`src/rtl/sonar_medidor_hcsr04_if.sv`:
```
// Purpose: signal bundle between one HC-SR04 front-end and its consumer.
// Latency: none, wires only.
// Backpressure: none; pronto is a single-cycle strobe with no ready.
interface sonar_medidor_hcsr04_if;
  logic        medir;
  logic        echo;
  logic        trigger;
  logic [11:0] medida;
  logic        pronto;
  logic        timeout;
  logic        ocupado;
  logic [3:0]  db_estado;

  // Consumer side: requests measurements, drives the raw echo, reads results.
  modport master (
    output medir,
    output echo,
    input  trigger,
    input  medida,
    input  pronto,
    input  timeout,
    input  ocupado,
    input  db_estado
  );

  // Sensor front-end side.
  modport slave (
    input  medir,
    input  echo,
    output trigger,
    output medida,
    output pronto,
    output timeout,
    output ocupado,
    output db_estado
  );
endinterface

```
`src/rtl/sonar_medidor_hcsr04.sv`:
```
// Purpose: HC-SR04 front-end; fires trigger, times echo, outputs distance as 3 BCD digits (cm, rounded half-up).
// Latency: pronto rises 4 clocks after the raw echo falls (2 sync + round + final).
// Backpressure: none; medir is ignored while ocupado, result is a 1-cycle pronto strobe.
module sonar_medidor_hcsr04 #(
  parameter int CLK_HZ       = 50_000_000,
  parameter int TRIG_CLKS    = CLK_HZ / 100_000,
  parameter int CLKS_POR_CM  = 2941,
  parameter int TIMEOUT_CLKS = (CLK_HZ / 1000) * 30
) (
  input  logic                  clock,
  input  logic                  reset,
  sonar_medidor_hcsr04_if.slave bus
);

  // One timer serves both the trigger width and the echo timeouts, so it is
  // sized for the larger of the two.
  localparam int TMR_MAX = (TIMEOUT_CLKS > TRIG_CLKS) ? TIMEOUT_CLKS : TRIG_CLKS;
  localparam int TMR_W   = $clog2(TMR_MAX + 1);
  localparam int TICK_W  = $clog2(CLKS_POR_CM + 1);

  localparam logic [TMR_W-1:0]  TRIG_LAST = TMR_W'(TRIG_CLKS - 1);
  localparam logic [TMR_W-1:0]  TOUT_LAST = TMR_W'(TIMEOUT_CLKS - 1);
  localparam logic [TICK_W-1:0] TICK_LAST = TICK_W'(CLKS_POR_CM - 1);
  localparam logic [TICK_W-1:0] TICK_HALF = TICK_W'(CLKS_POR_CM / 2);

  typedef enum logic [3:0] {
    INICIAL     = 4'd0,
    PREPARA     = 4'd1,
    TRIGGER     = 4'd2,
    ESPERA_ECHO = 4'd3,
    MEDE        = 4'd4,
    ARREDONDA   = 4'd5,
    FINAL       = 4'd6,
    FALHA       = 4'd7
  } estado_t;

  estado_t           state;
  estado_t           state_next;

  logic              echo_m;
  logic              echo_s;
  logic              echo_d;
  logic              echo_sobe;
  logic              echo_desce;

  logic [TMR_W-1:0]  tmr;
  logic [TICK_W-1:0] tick;
  logic [11:0]       cm;
  logic [11:0]       cm_inc;
  logic [11:0]       medida_r;
  logic              timeout_r;
  logic              trigger_r;
  logic              ocupado_c;
  logic              pronto_c;

  // BCD +1 across {centenas,dezenas,unidades}, sticking at 999 so an
  // over-range echo never wraps back to a small distance.
  function automatic logic [11:0] bcd_inc(input logic [11:0] v);
    logic [11:0] r;
    r = v;
    if (v != 12'h999) begin
      if (v[3:0] != 4'd9) begin
        r[3:0] = v[3:0] + 4'd1;
      end else begin
        r[3:0] = 4'd0;
        if (v[7:4] != 4'd9) begin
          r[7:4] = v[7:4] + 4'd1;
        end else begin
          r[7:4]  = 4'd0;
          r[11:8] = v[11:8] + 4'd1;
        end
      end
    end
    return r;
  endfunction

  assign cm_inc     = bcd_inc(cm);
  assign echo_sobe  = echo_s & ~echo_d;
  assign echo_desce = ~echo_s & echo_d;

  // State register.
  always_ff @(posedge clock) begin
    if (reset) begin
      state <= INICIAL;
    end else begin
      state <= state_next;
    end
  end

  // Next-state logic; an echo edge wins over a timeout landing on the same cycle.
  always_comb begin
    state_next = state;
    case (state)
      INICIAL:     if (bus.medir) state_next = PREPARA;
      PREPARA:     state_next = TRIGGER;
      TRIGGER:     if (tmr == TRIG_LAST) state_next = ESPERA_ECHO;
      ESPERA_ECHO: begin
        if (echo_sobe)              state_next = MEDE;
        else if (tmr == TOUT_LAST)  state_next = FALHA;
      end
      MEDE: begin
        if (echo_desce)             state_next = ARREDONDA;
        else if (tmr == TOUT_LAST)  state_next = FALHA;
      end
      ARREDONDA:   state_next = FINAL;
      FINAL:       state_next = INICIAL;
      FALHA:       state_next = INICIAL;
      default:     state_next = INICIAL;
    endcase
  end

  // State-decoded outputs.
  always_comb begin
    ocupado_c = (state != INICIAL);
    pronto_c  = (state == FINAL) || (state == FALHA);
  end

  // Echo synchroniser, timers, BCD accumulator and result registers.
  // MEDE counts every cycle including the one that sees the fall, which
  // makes the tick total equal the echo width in clocks. medida and timeout
  // are loaded on the edge entering FINAL/FALHA so they are already valid
  // while pronto is high. trigger is registered from state_next so the pin
  // cannot glitch while the state code changes.
  always_ff @(posedge clock) begin
    if (reset) begin
      echo_m    <= 1'b0;
      echo_s    <= 1'b0;
      echo_d    <= 1'b0;
      tmr       <= '0;
      tick      <= '0;
      cm        <= 12'h000;
      medida_r  <= 12'h000;
      timeout_r <= 1'b0;
      trigger_r <= 1'b0;
    end else begin
      echo_m    <= bus.echo;
      echo_s    <= echo_m;
      echo_d    <= echo_s;
      trigger_r <= (state_next == TRIGGER);
      case (state)
        PREPARA: begin
          tmr       <= '0;
          tick      <= '0;
          cm        <= 12'h000;
          timeout_r <= 1'b0;
        end
        TRIGGER: begin
          tmr <= (state_next == TRIGGER) ? tmr + TMR_W'(1) : '0;
        end
        ESPERA_ECHO: begin
          tmr <= (state_next == ESPERA_ECHO) ? tmr + TMR_W'(1) : '0;
          if (state_next == FALHA) begin
            medida_r  <= 12'h999;
            timeout_r <= 1'b1;
          end
        end
        MEDE: begin
          tmr <= tmr + TMR_W'(1);
          if (tick == TICK_LAST) begin
            tick <= '0;
            cm   <= cm_inc;
          end else begin
            tick <= tick + TICK_W'(1);
          end
          if (state_next == FALHA) begin
            medida_r  <= 12'h999;
            timeout_r <= 1'b1;
          end
        end
        ARREDONDA: begin
          if (tick >= TICK_HALF) begin
            cm       <= cm_inc;
            medida_r <= cm_inc;
          end else begin
            medida_r <= cm;
          end
        end
        default: begin
        end
      endcase
    end
  end

  assign bus.trigger   = trigger_r;
  assign bus.medida    = medida_r;
  assign bus.pronto    = pronto_c;
  assign bus.timeout   = timeout_r;
  assign bus.ocupado   = ocupado_c;
  assign bus.db_estado = state;

endmodule

```
`src/flat_wrapper.sv`:
```
// flat-port wrapper written by rule: the top's interface ports become plain ports
module sonar_medidor_hcsr04_flat 
#(
  parameter int CLK_HZ       = 50_000_000,
  parameter int TRIG_CLKS    = CLK_HZ / 100_000,
  parameter int CLKS_POR_CM  = 2941,
  parameter int TIMEOUT_CLKS = (CLK_HZ / 1000) * 30
)
  (clock, reset, bus_medir, bus_echo, bus_trigger, bus_medida, bus_pronto, bus_timeout, bus_ocupado, bus_db_estado);
  sonar_medidor_hcsr04_if bus_i ();
  input  logic clock;
  input  logic reset;
  input wire logic [$bits(bus_i.medir)-1:0] bus_medir;
  input wire logic [$bits(bus_i.echo)-1:0] bus_echo;
  output wire logic [$bits(bus_i.trigger)-1:0] bus_trigger;
  output wire logic [$bits(bus_i.medida)-1:0] bus_medida;
  output wire logic [$bits(bus_i.pronto)-1:0] bus_pronto;
  output wire logic [$bits(bus_i.timeout)-1:0] bus_timeout;
  output wire logic [$bits(bus_i.ocupado)-1:0] bus_ocupado;
  output wire logic [$bits(bus_i.db_estado)-1:0] bus_db_estado;
  assign bus_i.medir = bus_medir;
  assign bus_i.echo = bus_echo;
  assign bus_trigger = bus_i.trigger;
  assign bus_medida = bus_i.medida;
  assign bus_pronto = bus_i.pronto;
  assign bus_timeout = bus_i.timeout;
  assign bus_ocupado = bus_i.ocupado;
  assign bus_db_estado = bus_i.db_estado;
  sonar_medidor_hcsr04 #(.CLK_HZ(CLK_HZ), .TRIG_CLKS(TRIG_CLKS), .CLKS_POR_CM(CLKS_POR_CM), .TIMEOUT_CLKS(TIMEOUT_CLKS)) u_core (.clock(clock), .reset(reset), .bus(bus_i));
endmodule
```
`config.mk`:
```
export PLATFORM = sky130hd
export DESIGN_NAME = sonar_medidor_hcsr04_flat
export DESIGN_NICKNAME = d
export VERILOG_FILES = /design/src/rtl/sonar_medidor_hcsr04_if.sv /design/src/rtl/sonar_medidor_hcsr04.sv /design/src/flat_wrapper.sv
export SDC_FILE = /design/constraint.sdc
export NUM_CORES = 1
export LEC_CHECK = 0
export BUFFER_PORTS_ARGS = -buffer_cell sky130_fd_sc_hd__buf_2
export CORE_UTILIZATION = 60
export CTS_CLUSTER_DIAMETER = 30
export DETAILED_ROUTE_END_ITERATION = 10
export PLACE_DENSITY = 0.79
export SYNTH_ARGS = -nofsm -noshare
export SYNTH_HDL_FRONTEND = slang
export SYNTH_SLANG_ARGS = --single-unit
export TNS_END_PERCENT = 30
```
`constraint.sdc`:
```
create_clock -name clock -period 3.75 [get_ports clock]
set_input_delay 0.75 -clock clock [delete_from_list [all_inputs] [get_ports clock]]
set_output_delay 0.75 -clock clock [all_outputs]
set_load 0.01 [all_outputs]
```
; ---- Word level (Yosys, flattened, before mapping)
; Index checks and enable logic that the tools add are counted.
[classes]
muxes = 23
n_reduce_logical = 12
n_bitwise = 4
n_lt_le_gt_ge = 1
multipliers = 0
eq_ne = 18
n_addsub = 5
shifts = 0
n_div = 0
[ops]
columns = cell, count
row1 = one-hot mux 21 bit (4 select lines), 1
row2 = two-way mux 12 bit, 5
row3 = one-hot mux 12 bit (2 select lines), 2
row4 = two-way mux 21 bit, 2
row5 = one-hot mux 12 bit (3 select lines), 1
row6 = two-way mux 4 bit, 8
row7 = one-hot mux 4 bit (6 select lines), 1
row8 = "adder 21 x 1 -> 21 bit, second input constant", 1
row9 = "== test 21 bit, second input constant", 1
row10 = "== test 21 x 9 -> 1 bit, second input constant", 1
row11 = "== test 4 x 3 -> 1 bit, second input constant", 5
row12 = "== test 4 x 2 -> 1 bit, second input constant", 4
row13 = "adder 12 x 1 -> 12 bit, second input constant", 1
row14 = "adder 4 x 1 -> 4 bit, second input constant", 3
row15 = "== test 12 bit, second input constant", 1
row16 = ">= comparator 12 x 11 -> 1 bit, second input constant", 1
row17 = "!= test 12 bit, second input constant", 1
row18 = two-way mux 8 bit, 1
row19 = "!= test 4 bit, second input constant", 2
row20 = nonzero test 4 bit, 2
row21 = AND reduction 2 bit, 3
row22 = nonzero test 2 bit, 3
row23 = "== test 4 x 1 -> 1 bit, second input constant", 1
row24 = logical NOT 4 bit, 1
row25 = other kinds (8), 11
[totals]
memories = 0
regBits = 66
ramBits = 0
romBits = 0
in_bits = 4
latch_bits = 0
out_inout_bits = 20
word_cells = 73

; ---- Depth between registers and ports, before layout
[logic_depth]
depth_word = 7
depth_mapped = 10
mapped_depth_nobuf = 8

; ---- Worst setup path after synthesis
; No wires, ideal clock.
[synth_timing]
kind = reg2reg
from = reg u_core.tmr[11]
to = reg u_core.tmr[2]
required_time_ns = 3.633
stages_incl_launch_ff = 8
arrival_time_ns = 2.124
period_less_slack_ns = 2.241
setup_slack_ns = 1.509
setup_ns = 0.117
path_cell_list = dfxtp_1 > or4_4 > nor4_2 > nand4_1 > a221oi_4 > buf_6 > o31ai_1 > a22o_1
[synth_via]
elab_chain_cells = 7
elab_cells_between_ends = 12
classes_between = eq/ne: 4 / mux: 8
[synth_lines]
columns = element, line_no
row1 = from (decl), sonar_medidor_hcsr04.sv:46  ; logic [TMR_W-1:0] tmr;
row2 = from (signal assigned), sonar_medidor_hcsr04.sv:148  ; tmr <= (state_next == TRIGGER) ? tmr + TMR_W'(1) : '0;
row3 = from (signal assigned), sonar_medidor_hcsr04.sv:151  ; tmr <= (state_next == ESPERA_ECHO) ? tmr + TMR_W'(1) : '0;
row4 = from (signal assigned), sonar_medidor_hcsr04.sv:158  ; tmr <= tmr + TMR_W'(1);
row5 = == test 21 bit, "sonar_medidor_hcsr04.sv:99, sonar_medidor_hcsr04.sv:103"
row6 = two-way mux 4 bit, "sonar_medidor_hcsr04.sv:99, sonar_medidor_hcsr04.sv:103"
row7 = "two-way mux 4 bit, on equally long branches", "sonar_medidor_hcsr04.sv:102, sonar_medidor_hcsr04.sv:98"
row8 = one-hot mux 4 bit (6 select lines) (*), sonar_medidor_hcsr04.sv:93  ; case (state)
row9 = "== test 4 x 2 -> 1 bit, on equally long branches", "sonar_medidor_hcsr04.sv:151, sonar_medidor_hcsr04.sv:148"
row10 = "two-way mux 21 bit, on equally long branches", "sonar_medidor_hcsr04.sv:151, sonar_medidor_hcsr04.sv:148"
row11 = one-hot mux 21 bit (4 select lines) (*), sonar_medidor_hcsr04.sv:140  ; case (state)
; Every way passes the cells marked *; elsewhere a longest branch is shown, timed or not.
; A chain may end at the register's enable or synchronous reset.

; ---- Worst setup path in the final report
[layout_timing]
from = reg u_core.tmr[11]
to = reg u_core.tmr[20]
[layout_via]
elab_chain_cells = 7
elab_cells_between_ends = 13
classes_between = add/sub: 1 / eq/ne: 4 / mux: 8
[layout_lines]
columns = element, line_no
row1 = == test 21 bit, "sonar_medidor_hcsr04.sv:99, sonar_medidor_hcsr04.sv:103"
row2 = two-way mux 4 bit, "sonar_medidor_hcsr04.sv:99, sonar_medidor_hcsr04.sv:103"
row3 = "two-way mux 4 bit, on equally long branches", "sonar_medidor_hcsr04.sv:102, sonar_medidor_hcsr04.sv:98"
row4 = one-hot mux 4 bit (6 select lines), sonar_medidor_hcsr04.sv:93
row5 = "== test 4 x 2 -> 1 bit, on equally long branches", "sonar_medidor_hcsr04.sv:151, sonar_medidor_hcsr04.sv:148"
row6 = "two-way mux 21 bit, on equally long branches", "sonar_medidor_hcsr04.sv:151, sonar_medidor_hcsr04.sv:148"
row7 = one-hot mux 21 bit (4 select lines) (*), sonar_medidor_hcsr04.sv:140
; Marks and branches as above.

==> impl_metrics.yaml <==
min_path:
  whs_path_depth: 2
  hp-class: "register to register"
  holdPathEnd: "u_core.bus.medida[6]"
  hold_path.startpoint: "u_core.bus.medida[6]"
sta:
  period_needed_ns: 2.72
  period_share_pct: 72.6
  maxClockFrequency_ghz: 0.367
  rsz0062_at_grt: "false"
  slew_viol_final: 0
  tns_ns: 0
  worstMarginPinSlew_ns: 0.909
  whs_ns: 0.452
  final.setup_skew_ns: 0.0119
  hold_viol: 0
  setup_viol: 0
  relSlewSlack_pct: 38.9
cells_and_area:
  multi_input_area_sq_um: 2250
  layout.cells.non_filler: 568
  finalInstanceArea_sq_um: 4120
  seq_area_sq_um: 1320
  area_delta_synth_final_pct: 9.69
  diodes: 0
  nets: 502
  layout-drive-gt1-share_pct: 9.94
  fillers: 508
detailed_routing:
  wl_per_cell_um: 16.3
  vias_per_cell: 6.55
  first_iter_violations: 369
  vias: 3718
  first_pass_iters: 5
  drt-total-wl_um: 9270
  drc_errors: 0
  ant_nets: 0
logic_synthesis:
  avgSynthCellArea_sq_um: 7.86
  synth_nets: 492
  synthTopCellsByArea: "dfxtp_1 (35%), a21oi_1 (5.3%), nand2_1 (4.7%), nor2_1 (4.2%), ha_1 (3.3%)"
  synthFlopType: "dfxtp_1"
  yosysTopAreaCell: "dfxtp_1"
  seq_area_frac_synth_pct: 35.2
  syn_area_sq_um: 3760
  yosysTopAreaCellShare_pct: 35.2
  synth_edf_count: 0
  synth_seq_cells: 66
  yosysMostFrequentCell: "dfxtp_1"
  synth_common_cells: "dfxtp_1 (66), nand2_1 (47), nor2_1 (42)"
  synthesis.instances: 478
  ys_warn_count: 0
  synth.distinct_cells: 60
  async_flop_share_pct: 0
cts:
  clock_latency_ns: 0.36
  cts_buffers: 9
  cts.sinks: 66
  htree_levels: 3
  clockBufferDepth: 2
  cts-root-buf: "clkbuf_8"
  cts_hold_buffers: 0
  postCtsSetupRepairBufs: 0
  cts_tree: "done"
  cts_resized: 0
  clkTransAtPathRegs_ns: 0.08
critical_path:
  required_ns: 3.99
  reg2reg_depth: 7
  end_kind: "register"
  critPathSlowestCell: "or4_4"
  r2r_end: "u_core.tmr[20]"
  crit_path_start_kind: "register"
  crit_fanout: 16
  worstSetupPathType: "register to register"
  slowest_delay_ns: 0.57
  crit_chain: "or4_4 -> nor3_2 -> a21oi_1 -> a221oi_4 -> buf_4 -> o31ai_1 -> a22o_1"
  r2r-start: "u_core.tmr[11]"
  reg2reg_slack_ns: 1.03
  arrival_ns: 2.97
power_and_ir_drop:
  vdd_ir_drop_max_uv: 253
  powerDensity_nw_per_um2: 367
  leakage_uw: 0.00153
global_route:
  grt_pass1_vias: 3290
  grt_pass1_wl_um: 15000
  globalRouteMet3Util_pct: 7.08
  grt_use_met2_pct: 45.0
  antenna_found_initial: 0
  grt_remaining_overflow: 0
  top_usage_layer: "met2"
  grt_max_degree: 66
  grtUsageMet1_pct: 40.3
  grt_usage_pct: 29.7
die:
  rows: 28
  core_area_sq_um: 5990
  dieArea_sq_um: 6580
  dieWidth_um: 81.1
  io_pins: 24
  die_h_um: 81.1
  start_util_pct: 62.7
status:
  status: "finished, final reports clean"
flow_run:
  maxCapViolCount: 0
placement:
  place_hpwl_um: 5940
  place_congestion: 0.931
  dp_cells: 552
  io_buffer_count: 23
  place_area_sq_um: 3870
metrics by stage:
stage | utilization, % | worst slack [ns] | total power [uW]
after floorplan | - | 1.51 | 758
after CTS | 68.8 | 1.07 | 1520
after global routing | 68.8 | 0.911 | 1550
final | 68.8 | 1.03 | 1510
after global placement | 64.6 | 1.20 | 770
after detailed placement | 64.6 | 1.09 | 771
placed cells by master, fill, tap and decap left out, drive strengths merged, types with 3 or more instances in the layout:
master / count
nor2: 42
and3: 12
nand3b: 5
nand2: 47
xnor2: 4
a311oi: 3
bufinv: 3
o31ai: 15
nor4: 5
a211oi: 5
o22ai: 3
nand2b: 3
clkbuf: 10
dfxtp: 66
nor3: 22
or4: 3
a31oi: 5
a21oi: 40
buf: 26
a22o: 9
and2: 7
nand3: 24
ha: 10
nor4b: 7
o21ai: 18
or3: 7
and3b: 3
xor2: 4
nor2b: 11
nand4: 7
o211ai: 5
inv: 17
a221oi: 7
a21o: 12
final cells by class:
type / count / share of cell area (%)
multi-input cells: 368 / 54.7
repair buffers: 26 / 3.34
inverters: 17 / 1.55
clock buffers: 10 / 3.34
well taps: 75 / 2.28
flip-flops and latches: 66 / 32.1
clock inverters: 6 / 2.76
logic make-up (layout without fill, tap and decap cells):
kind of cell	Yosys count	in the layout	synth area share (%)
AND/OR/NAND/NOR	213	213	30.0
other	1	1	0.0998
multiplexers	1	1	0.266
XOR/XNOR	8	8	1.87
adder cells (fa/ha/maj)	10	10	3.33
AO/OA/AOI/OAI	135	135	24.4
flip-flops	66	66	35.2
buffers and inverters	44	59	4.86
per-layer routing:
metal	share of wire (%)	vias up
met1	48	1752
met3	6.5	22
met5	0	-
met2	44	158
li1	-	1786
met4	2.0	0
worst max path at each step:
stage | slack [ns] | from | endpoint | cells after the start
6_report | 1.03 | u_core.tmr[11] | u_core.tmr[20] | 7
5_1_grt | 0.91 | u_core.tmr[11] | u_core.tmr[15] | 7
4_1_cts | 1.07 | u_core.tmr[11] | u_core.tmr[18] | 7
3_5_place_dp | 1.09 | u_core.tmr[11] | u_core.tmr[18] | 7
3_3_place_gp | 1.20 | u_core.tmr[11] | u_core.tmr[18] | 7
2_1_floorplan | 1.51 | u_core.tmr[11] | u_core.tmr[2] | 7
critical path, delay by kind of cell, from the launching register on:
kind	cells	cell delay, ns
buf+inv	1	0.31
compound gates	4	1.10
simple gates	2	0.83
flops	1	0.37
report_power, final:
group | switching [uW] | total [uW] | internal (uW) | leakage, uW
sequential | 5.57 | 709 | 704 | 0.000532
clock | 296 | 757 | 461 | 0.000119
combinational | 32.8 | 46.2 | 13.4 | 0.000877
flip-flops by register name (all words and copies together) (netlist names):
register / count
u_core.tick: 12
u_core.echo_s: 1
u_core.cm: 12
u_core.bus.medida: 12
u_core.bus.timeout: 1
u_core.bus.trigger: 1
u_core.tmr: 21
u_core.bus.db_estado: 4
u_core.echo_d: 1
u_core.echo_m: 1
Note: power is estimated with default switching activity, not from simulation.
